[config.mk]
export PLATFORM = sky130hd
export DESIGN_NAME = fifo_burst_reader
export DESIGN_NICKNAME = d
export VERILOG_FILES = /design/src/rtl/fifo_burst_reader.sv
export SDC_FILE = /design/constraint.sdc
export NUM_CORES = 1
export LEC_CHECK = 0
export ABC_AREA = 1
export ABC_CLOCK_PERIOD_IN_PS = 1700
export CAP_MARGIN = 20
export CORE_AREA = 2 2 69 71
export CTS_CLUSTER_DIAMETER = 80
export DETAILED_ROUTE_END_ITERATION = 10
export DIE_AREA = 0 0 71 73
export DONT_BUFFER_PORTS = 1
export PLACE_DENSITY = 0.83
export SYNTH_ARGS = -nofsm -noshare
export SYNTH_HDL_FRONTEND = slang
export SYNTH_SLANG_ARGS = --single-unit
[constraint.sdc]
create_clock -name clk -period 1.7 [get_ports clk]
set_clock_uncertainty 0.2 [all_clocks]
set_input_delay 0.17 -clock clk [delete_from_list [all_inputs] [get_ports clk]]
set_output_delay 0.17 -clock clk [all_outputs]
set_load 0.01 [all_outputs]
[src/rtl/fifo_burst_reader.sv]
// Burst consumer for the 8-bit FIFO: waits for full, drains up to BURST_LEN words and
// checks them against the writer's incrementing pattern.
module fifo_burst_reader #(
  parameter int unsigned DW        = 8,
  parameter int unsigned BURST_LEN = 256,
  parameter int unsigned CNT_W     = 16
) (
  input  logic          clk,
  input  logic          rst_n,
  input  logic          rdfull,
  input  logic          rdempty,
  input  logic [DW-1:0] q,
  output logic          rdreq,
  output logic [DW-1:0] dout,
  output logic          dout_valid,
  output logic [7:0]    err_cnt,
  output logic          burst_done,
  output logic          busy
);

  typedef enum logic [1:0] {StIdle, StRead, StFlush, StDone} state_e;

  localparam logic [CNT_W-1:0] BurstLen = CNT_W'(BURST_LEN);

  state_e           state_q, state_d;
  logic [CNT_W-1:0] word_cnt_q, word_cnt_d;
  logic             pending_q;
  logic [DW-1:0]    expected_q;

  always_ff @(posedge clk or negedge rst_n) begin
    if (!rst_n) begin
      state_q    <= StIdle;
      word_cnt_q <= '0;
    end else begin
      state_q    <= state_d;
      word_cnt_q <= word_cnt_d;
    end
  end

  always_comb begin
    state_d    = state_q;
    word_cnt_d = word_cnt_q;
    rdreq      = 1'b0;
    busy       = 1'b0;
    burst_done = 1'b0;
    unique case (state_q)
      StIdle: begin
        if (rdfull) begin
          state_d    = StRead;
          word_cnt_d = '0;
        end
      end
      StRead: begin
        busy  = 1'b1;
        // Never read an empty FIFO, and stop once the burst quota is used up.
        rdreq = ~rdempty & (word_cnt_q < BurstLen);
        if (rdreq) begin
          word_cnt_d = word_cnt_q + CNT_W'(1);
        end
        if ((word_cnt_q == BurstLen) || (rdempty && !rdreq)) begin
          state_d = StFlush;
        end
      end
      StFlush: begin
        busy    = 1'b1;
        state_d = StDone;
      end
      StDone: begin
        burst_done = 1'b1;
        state_d    = StIdle;
      end
      default: state_d = StIdle;
    endcase
  end

  // q is valid the cycle after rdreq (non-show-ahead), so capture is driven by pending_q.
  always_ff @(posedge clk or negedge rst_n) begin
    if (!rst_n) begin
      pending_q  <= 1'b0;
      dout       <= '0;
      dout_valid <= 1'b0;
      err_cnt    <= '0;
      expected_q <= '0;
    end else begin
      pending_q  <= rdreq;
      dout_valid <= pending_q;
      if (pending_q) begin
        dout <= q;
        if ((q != expected_q) && (err_cnt != 8'hff)) begin
          err_cnt <= err_cnt + 8'd1;
        end
        // Resync on every word so a single dropped word costs one error, not a cascade.
        expected_q <= q + DW'(1);
      end
    end
  end

endmodule

==> results of run 1 <==
[through the flow]
step | total power (uW) | area, um^2 | utilization, %
finish | 3960 | 2880 | 63.5
CTS | 3850 | 2800 | 61.7
detailed placement | 3120 | 2580 | 56.9
floorplan | 2660 | 2440 | -
global route | 4270 | 2880 | 63.5
global placement | 3050 | 2580 | 56.9
[sequential cells by signal, indices dropped and copies added, names as in the netlist]
name	count
word_cnt_q	16
dout	8
err_cnt	8
expected_q	8
state_q	2
dout_valid	1
pending_q	1
[cell usage after synthesis (2+ instances only)]
master	n
sky130_fd_sc_hd__o21ai_2	6
sky130_fd_sc_hd__buf_2	2
sky130_fd_sc_hd__xor2_1	7
sky130_fd_sc_hd__nor2_4	2
sky130_fd_sc_hd__inv_1	36
sky130_fd_sc_hd__dfrtp_1	44
sky130_fd_sc_hd__nand3_1	23
sky130_fd_sc_hd__nor2_1	28
sky130_fd_sc_hd__clkbuf_1	2
sky130_fd_sc_hd__or2_2	3
sky130_fd_sc_hd__xnor2_1	4
sky130_fd_sc_hd__nand4_1	10
sky130_fd_sc_hd__ha_1	9
sky130_fd_sc_hd__o21ai_0	4
sky130_fd_sc_hd__o221ai_1	3
sky130_fd_sc_hd__o21a_1	2
sky130_fd_sc_hd__buf_6	2
sky130_fd_sc_hd__nor3_1	2
sky130_fd_sc_hd__nand2_1	94
sky130_fd_sc_hd__nand2_2	5
[worst min-delay path by stage]
stage / end / slack (ns) / startpoint
floorplan: dout[0] / -0.33 / rst_n
finish: dout[4] / 0.13 / rst_n
global route: dout[4] / 0.16 / rst_n
detailed placement: dout[3] / -0.32 / rst_n
CTS: state_q[0] / 0.001 / rdfull
global placement: dout[4] / -0.32 / rst_n
[area by class of cell]
| type | instances | area (um^2) | area share (%) |
|---|---|---|---|
| Clock buffer | 8 | 90.1 | 3.13 |
| Multi-Input combinational cell | 211 | 1200 | 41.7 |
| Tap cell | 54 | 67.6 | 2.34 |
| Inverter | 38 | 145 | 5.04 |
| Sequential cell | 44 | 1100 | 38.2 |
| Timing Repair Buffer | 28 | 275 | 9.55 |
[power by group through the flow]
stage	clock network (uW)	logic, uW	registers (uW)
6_report	665	1710	1580
5_1_grt	720	1930	1620
3_5_place_dp	0	1520	1600
4_1_cts	687	1580	1580
2_1_floorplan	0	1070	1590
3_3_place_gp	0	1470	1580
[timing repair]
item / in CTS / in global routing
setup buffers: 0 / 3
hold endpoints to repair: 63 / 2
pin swaps: 1 / 1
resized for setup: 2 / 13
hold buffers: 11 / 1
setup endpoints to repair: 1 / 25
cloned: 0 / 0
[worst max-delay path: stages (launching register included)]
cell	delay (ns)
sky130_fd_sc_hd__dfrtp_1	0.39
sky130_fd_sc_hd__inv_2	0.09
sky130_fd_sc_hd__ha_4	0.18
sky130_fd_sc_hd__inv_4	0.05
sky130_fd_sc_hd__nor2_4	0.11
sky130_fd_sc_hd__nand2_4	0.08
sky130_fd_sc_hd__nor2_4	0.14
[per-layer routing]
layer / global-route usage (%) / vias up / share of wire [%]
met3: 5.80 / 7 / 5.3
met1: 23.0 / 909 / 42
li1: - / 1005 / -
met4: 8.81 / 0 / 1.5
met2: 34.5 / 54 / 51
met5: 0 / - / 0
[logic make-up after synthesis]
logic type               Yosys count  synth area share (%)
adder cells (fa/ha/maj)            9                  4.64
XOR/XNOR                          11                  3.97
flip-flops                        44                  45.3
AO/OA/AOI/OAI                     19                  6.03
buffers and inverters             46                  8.09
AND/OR/NAND/NOR                  172                  31.9
==> qor.json, run 1 <==
{
  "antenna_found_initial": {"value": 0},
  "wire_per_inst": {"value": 12.5, "unit": "um"},
  "crit_end": {"value": "rdreq"},
  "post_layout_nonfiller_instances": {"value": 383},
  "power.share.sequential": {"value": 40.0, "unit": "%"},
  "synthDominantCellAreaShare": {"value": 45.3, "unit": "%"},
  "synth-warning-count": {"value": 0},
  "postSynthRegisterBits": {"value": 44},
  "boundaryPins": {"value": 32},
  "grt_max_degree": {"value": 45},
  "cts-buffers-inserted": {"value": 5},
  "n_antenna_cell": {"value": 0},
  "fp.dieW": {"value": 71, "unit": "um"},
  "cts_max_path_buffers": {"value": 2},
  "grt-ovfl-total": {"value": 0},
  "clkPwrFrac": {"value": 16.8, "unit": "%"},
  "timing.final.setup_violations": {"value": 8},
  "route.vias.total": {"value": 1975},
  "die_h": {"value": 73, "unit": "um"},
  "timing.max_slew.rel_slack": {"value": 72.9, "unit": "%"},
  "p_switching": {"value": 1540, "unit": "uW"},
  "timing.reg2reg.worst_path_depth": {"value": 10},
  "hold_path.class": {"value": "in2async"},
  "final_min_period_over_clock_period": {"value": 101, "unit": "%"},
  "groute.usage.overall": {"value": 19.9, "unit": "%"},
  "finalCriticalPeriod": {"value": 1.72, "unit": "ns"},
  "synthesis_to_finish_area_growth": {"value": 18.7, "unit": "%"},
  "io_buffers": {"value": 0},
  "clock_sink_count": {"value": 44},
  "synth_top_cells_by_area": {"value": "sky130_fd_sc_hd__dfrtp_1 45%, sky130_fd_sc_hd__nand2_1 15%, sky130_fd_sc_hd__inv_1 5.6%"},
  "worstSetupStartpointType": {"value": "flip-flop"},
  "postSynthNetCount": {"value": 322},
  "post-route-worst-setup-slack": {"value": -0.0204, "unit": "ns"},
  "measured_slew_at_the_worst_slew_check_pin": {"value": 0.407, "unit": "ns"},
  "synth.largest_area_cell": {"value": "sky130_fd_sc_hd__dfrtp_1"},
  "max_cap_violations": {"value": 0},
  "drive_above_1_share": {"value": 16.7, "unit": "%"},
  "netlist_area": {"value": 2430, "unit": "um^2"},
  "detail_route.vias_per_cell": {"value": 5.16},
  "dp.cells": {"value": 360},
  "synth_edf_count": {"value": 0},
  "most_common_cell_after_layout_fill_and_taps_aside": {"value": "sky130_fd_sc_hd__nand2_1"},
  "ys.flop_type": {"value": "sky130_fd_sc_hd__dfrtp_1"},
  "worstReg2RegStart": {"value": "state_q[1]"},
  "final.fill_count": {"value": 375},
  "drcViolationCount": {"value": 0},
  "worst-endpoint-required": {"value": 1.33, "unit": "ns"},
  "sequential_fraction_of_the_synthesis_area": {"value": 45.3, "unit": "%"},
  "violations": {"value": "setup timing"},
  "globalplace.congestion": {"value": 0.862},
  "rsz0062_at_grt": {"value": "yes"},
  "crit-reg2reg-capture": {"value": "word_cnt_q[7]"},
  "asyncSetResetFlopFracSynth": {"value": 100, "unit": "%"},
  "cts_htree_levels": {"value": 2},
  "num_rows": {"value": 25},
  "grt_first_pass_wirelength": {"value": 8.17, "unit": "mm"},
  "cellInternalPower": {"value": 2420, "unit": "uW"},
  "fmax": {"value": 0.581, "unit": "GHz"},
  "critical_path.startpoint": {"value": "state_q[1]"},
  "run_status": {"value": "finished with violations"},
  "reg_to_reg_setup_timing_slack": {"value": -0.01, "unit": "ns"},
  "clock_insertion_delay_worst_skew": {"value": 0.29, "unit": "ns"},
  "drt-pass1-iter-count": {"value": 4},
  "drt_wl_total": {"value": 4.78, "unit": "mm"},
  "comb_power_share": {"value": 43.3, "unit": "%"},
  "power-per-cell-area": {"value": 1380, "unit": "nW/um^2"},
  "ir_worst_vdd": {"value": 0.945, "unit": "mV"},
  "dieArea": {"value": 5180, "unit": "um^2"},
  "grt_pass1_vias": {"value": 1947},
  "layout_common_cells": {"value": "88 x sky130_fd_sc_hd__nand2_1, 44 x sky130_fd_sc_hd__dfrtp_1, 35 x sky130_fd_sc_hd__inv_1"},
  "antenna_left": {"value": 0},
  "cp_max_fo": {"value": 4},
  "post_synth.cell_area_avg": {"value": 8.07, "unit": "um^2"},
  "starting_utilization_of_the_core_area": {"value": 53.5, "unit": "%"},
  "drt_iter0_drc": {"value": 102},
  "netlist-cell-type-count": {"value": 33},
  "power.share.switching": {"value": 38.8, "unit": "%"},
  "cp.arrival": {"value": 1.35, "unit": "ns"},
  "hold_slack": {"value": 0.134, "unit": "ns"},
  "synth_cells": {"value": 301},
  "ctsRootBufferMaster": {"value": "sky130_fd_sc_hd__clkbuf_8"},
  "pre_cts_ws": {"value": 0.0453, "unit": "ns"},
  "final_hold_viol_count": {"value": 0},
  "dp_hpwl": {"value": 3.31, "unit": "mm"},
  "slew_violations": {"value": 0},
  "cts.reportedPaths.clkPinSlew": {"value": 0.08, "unit": "ns"},
  "cts_tree": {"value": "built"},
  "design.core.area": {"value": 4540, "unit": "um^2"},
  "critPathCaptureType": {"value": "primary output"},
  "num-nets-final": {"value": 349},
  "p_leak": {"value": 0.00145, "unit": "uW"},
  "final.setup.tns": {"value": -0.0676, "unit": "ns"},
  "setup.worst_path.class": {"value": "reg2out"}
}
Note: power is estimated with default switching activity, not from simulation.
==> inputs of run 2 (changes only) <==
==> constraint.sdc (replaced) <==
create_clock -name clk -period 1.7 [get_ports clk]
set_clock_uncertainty 0.2 [all_clocks]
set_input_delay 0.34 -clock clk [delete_from_list [all_inputs] [get_ports clk]]
set_output_delay 0.34 -clock clk [all_outputs]
set_load 0.01 [all_outputs]
==> run 2 against run 1 <==
Effect of this change: the run still ends with setup timing left; setup slack worse by 0.098 ns; sequential share of layout area is 0.33 points lower; sequential cell count stayed put; critical endpoint is now word_cnt_q[1]; via count is 0.35% lower; largest cell class unchanged; largest power group unchanged.
==> qor.json, run 2 (synthesized netlist as in run 1, its figures left out) <==
{
  "cts_htree_levels": {"value": 2, "change": "unchanged"},
  "grt_max_degree": {"value": 45, "change": "unchanged"},
  "detail_route.vias_per_cell": {"value": 5.18, "change": "was 5.16"},
  "wire_per_inst": {"value": 12.8, "unit": "um", "change": "was 12.5 um"},
  "largest_register_ffs": {"value": 16, "change": "unchanged"},
  "rsz0062_at_grt": {"value": "yes", "change": "unchanged"},
  "cts_tree": {"value": "built", "change": "unchanged"},
  "most_common_cell_after_layout_fill_and_taps_aside": {"value": "sky130_fd_sc_hd__nand2_1", "change": "unchanged"},
  "final_hold_viol_count": {"value": 0, "change": "unchanged"},
  "final.fill_count": {"value": 374, "change": "was 375"},
  "critPathCaptureType": {"value": "flip-flop", "change": "was primary output"},
  "hold_path.class": {"value": "in2reg", "change": "was in2async"},
  "run_status": {"value": "finished with violations", "change": "unchanged"},
  "clock_insertion_delay_worst_skew": {"value": 0.29, "unit": "ns", "change": "about the same"},
  "cpLargestDelayFamily": {"value": "flip-flops", "change": "unchanged"},
  "critPathMaxStageDelay": {"value": 0.39, "unit": "ns", "change": "about the same"},
  "power.share.switching": {"value": 38.9, "unit": "%", "change": "was 38.8%"},
  "grt-ovfl-total": {"value": 0, "change": "unchanged"},
  "regArea": {"value": 1100, "unit": "um^2", "change": "unchanged"},
  "final.setup.tns": {"value": -1.07, "unit": "ns", "change": "was -0.0676 ns"},
  "design.core.area": {"value": 4540, "unit": "um^2", "change": "unchanged"},
  "timing.final.setup_violations": {"value": 17, "change": "was 8"},
  "boundaryPins": {"value": 32, "change": "unchanged"},
  "p_switching": {"value": 1610, "unit": "uW", "change": "was 1540 uW"},
  "grt_pass1_vias": {"value": 1894, "change": "was 1,947"},
  "hold_path_startpoint": {"value": "q[1]"},
  "slew_violations": {"value": 0, "change": "unchanged"},
  "largest_register": {"value": "word_cnt_q", "change": "unchanged"},
  "worst-endpoint-required": {"value": 1.68, "unit": "ns", "change": "was 1.33 ns"},
  "reg_to_reg_setup_timing_slack": {"value": -0.12, "unit": "ns", "change": "was -0.01 ns"},
  "synthesis_to_finish_area_growth": {"value": 19.7, "unit": "%", "change": "was 18.7%"},
  "drive_above_1_share": {"value": 18.4, "unit": "%", "change": "was 16.7%"},
  "max_cap_violations": {"value": 0, "change": "unchanged"},
  "cts-buffers-inserted": {"value": 5, "change": "unchanged"},
  "clock_sink_count": {"value": 44, "change": "unchanged"},
  "worstReg2RegStart": {"value": "state_q[1]", "change": "unchanged"},
  "crit-reg2reg-capture": {"value": "word_cnt_q[1]", "change": "was word_cnt_q[7]"},
  "antenna_left": {"value": 0, "change": "unchanged"},
  "drt_wl_total": {"value": 4.87, "unit": "mm", "change": "was 4.78 mm"},
  "dieArea": {"value": 5180, "unit": "um^2", "change": "unchanged"},
  "antenna_found_initial": {"value": 0, "change": "unchanged"},
  "route.vias.total": {"value": 1968, "change": "was 1,975"},
  "critical_path.startpoint": {"value": "state_q[1]", "change": "unchanged"},
  "dp.cells": {"value": 361, "change": "was 360"},
  "cp.arrival": {"value": 1.80, "unit": "ns", "change": "was 1.35 ns"},
  "ir_worst_vdd": {"value": 0.872, "unit": "mV", "change": "was 0.945 mV"},
  "num_rows": {"value": 25, "change": "unchanged"},
  "setup.worst_path.class": {"value": "reg2reg", "change": "was reg2out"},
  "final_min_period_over_clock_period": {"value": 107, "unit": "%", "change": "was 101%"},
  "post_layout_nonfiller_instances": {"value": 380, "change": "was 383"},
  "post-route-worst-setup-slack": {"value": -0.118, "unit": "ns", "change": "was -0.0204 ns"},
  "die_h": {"value": 73, "unit": "um", "change": "unchanged"},
  "ctsRootBufferMaster": {"value": "sky130_fd_sc_hd__clkbuf_8", "change": "unchanged"},
  "drt_iter0_drc": {"value": 85, "change": "was 102"},
  "whs_endpoint": {"value": "dout[1]"},
  "power.share.sequential": {"value": 38.1, "unit": "%", "change": "was 40.0%"},
  "io_buffers": {"value": 0, "change": "unchanged"},
  "timing.max_slew.rel_slack": {"value": 75.5, "unit": "%", "change": "was 72.9%"},
  "dp_hpwl": {"value": 3.31, "unit": "mm", "change": "about the same"},
  "timing.reg2reg.worst_path_depth": {"value": 11, "change": "was 10"},
  "cts_max_path_buffers": {"value": 2, "change": "unchanged"},
  "num-nets-final": {"value": 347, "change": "was 349"},
  "layout_common_cells": {"value": "90 x sky130_fd_sc_hd__nand2_1, 44 x sky130_fd_sc_hd__dfrtp_1, 35 x sky130_fd_sc_hd__inv_1", "change": "was 88 x sky130_fd_sc_hd__nand2_1, 44 x sky130_fd_sc_hd__dfrtp_1, 35 x sky130_fd_sc_hd__inv_1"},
  "cp.buffers_inverters": {"value": 4, "change": "was 2"},
  "drt-pass1-iter-count": {"value": 4, "change": "unchanged"},
  "timing.critical_path.slowest_stage_cell": {"value": "sky130_fd_sc_hd__dfrtp_1", "change": "unchanged"},
  "power-per-cell-area": {"value": 1430, "unit": "nW/um^2", "change": "was 1380 nW/um^2"},
  "starting_utilization_of_the_core_area": {"value": 53.5, "unit": "%", "change": "unchanged"},
  "measured_slew_at_the_worst_slew_check_pin": {"value": 0.367, "unit": "ns", "change": "was 0.407 ns"},
  "crit_path_cell_trace": {"value": "inv_2, ha_4, inv_4, nor2_4, nand2_4, buf_6, o22ai_4, nand2_8, buf_12, nand2_1, o21ai_2", "change": "was inv_2, ha_4, inv_4, nor2_4, nand2_4, nor2_4"},
  "worstSetupStartpointType": {"value": "flip-flop", "change": "unchanged"},
  "finalCriticalPeriod": {"value": 1.82, "unit": "ns", "change": "was 1.72 ns"},
  "cts.reportedPaths.clkPinSlew": {"value": 0.08, "unit": "ns", "change": "about the same"},
  "groute.usage.overall": {"value": 19.2, "unit": "%", "change": "was 19.9%"},
  "cp_max_fo": {"value": 5, "change": "was 4"},
  "fp.dieW": {"value": 71, "unit": "um", "change": "unchanged"},
  "n_antenna_cell": {"value": 0, "change": "unchanged"},
  "min_path_cells": {"value": 2},
  "clkPwrFrac": {"value": 14.7, "unit": "%", "change": "was 16.8%"},
  "grt_first_pass_wirelength": {"value": 7.83, "unit": "mm", "change": "was 8.17 mm"},
  "multi_input_comb_area": {"value": 1250, "unit": "um^2", "change": "was 1200 um^2"},
  "globalplace.congestion": {"value": 0.857, "change": "was 0.862"},
  "fmax": {"value": 0.550, "unit": "GHz", "change": "was 0.581 GHz"},
  "comb_power_share": {"value": 47.2, "unit": "%", "change": "was 43.3%"},
  "p_leak": {"value": 0.00146, "unit": "uW", "change": "was 0.00145 uW"},
  "violations": {"value": "setup timing", "change": "unchanged"},
  "drcViolationCount": {"value": 0, "change": "unchanged"},
  "cellInternalPower": {"value": 2530, "unit": "uW", "change": "was 2420 uW"},
  "fin_util": {"value": 64.1, "unit": "%", "change": "was 63.5%"}
}
[run 2: cell types whose count changed in the layout (fill, tap and decap cells not counted), moves of 2 or more]
cell,previous run,this run
sky130_fd_sc_hd__dlygate4sd3_1,11,5
sky130_fd_sc_hd__buf_4,14,16
sky130_fd_sc_hd__nand2_1,88,90
sky130_fd_sc_hd__ha_1,8,6
sky130_fd_sc_hd__nand2_2,8,4
sky130_fd_sc_hd__ha_4,1,3
[run 2: how the worst max path moves through the flow]
stage / to / slack [ns] / depth (start not counted)
2_1_floorplan: word_cnt_q[7] / 0.01 / 11
3_3_place_gp: rdreq / 0.05 / 6
3_5_place_dp: rdreq / 0.03 / 6
4_1_cts: rdreq / -0.08 / 6
5_1_grt: word_cnt_q[5] / -0.19 / 11
6_report: word_cnt_q[1] / -0.12 / 11
[run 2: layer usage]
metal	share of wire, %	routed length [um]	up-vias	track usage [%]
li1	-	-	999	-
met1	41	2010	916	21.2
met2	52	2530	45	35.7
met3	5.2	252	8	4.83
met4	1.4	70	0	6.50
met5	0	0	-	0
[run 2: power groups by stage]
stage / clock [uW] / sequential (uW) / combinational (uW)
floorplan: 0 / 1590 / 1070
global placement: 0 / 1580 / 1480
detailed placement: 0 / 1600 / 1520
CTS: 632 / 1580 / 1660
global route: 662 / 1610 / 2160
finish: 608 / 1580 / 1960
[run 2: area by class of cell]
cell class	instances	area share, %
inverters	38	5.08
clock inverters	1	0.172
repair buffers	26	9.17
multi-input cells	211	42.9
flip-flops and latches	44	37.9
well taps	54	2.32
clock buffers	6	2.50
[run 2: metrics by stage]
stage / total power (uW) / setup slack [ns] / hold WS [ns] / instance area, um^2
after CTS: 3870 / -0.0787 / 0.00838 / 2790
after global routing: 4440 / -0.185 / 0.0165 / 2910
after detailed placement: 3120 / 0.0319 / -0.155 / 2590
after global placement: 3060 / 0.0542 / -0.155 / 2590
after floorplan: 2660 / 0.0133 / -0.156 / 2440
final: 4140 / -0.118 / 0.0155 / 2910
[run 2: what timing repair did]
action                                 in CTS  in global routing
buffers inserted                            4                  3
endpoints found under the hold margin      48                  0
gates cloned                                0                  1
setup endpoints to repair                   1                 22
pin swaps                                   1                  7
hold buffers                                6                  0
resized for setup                           3                 19
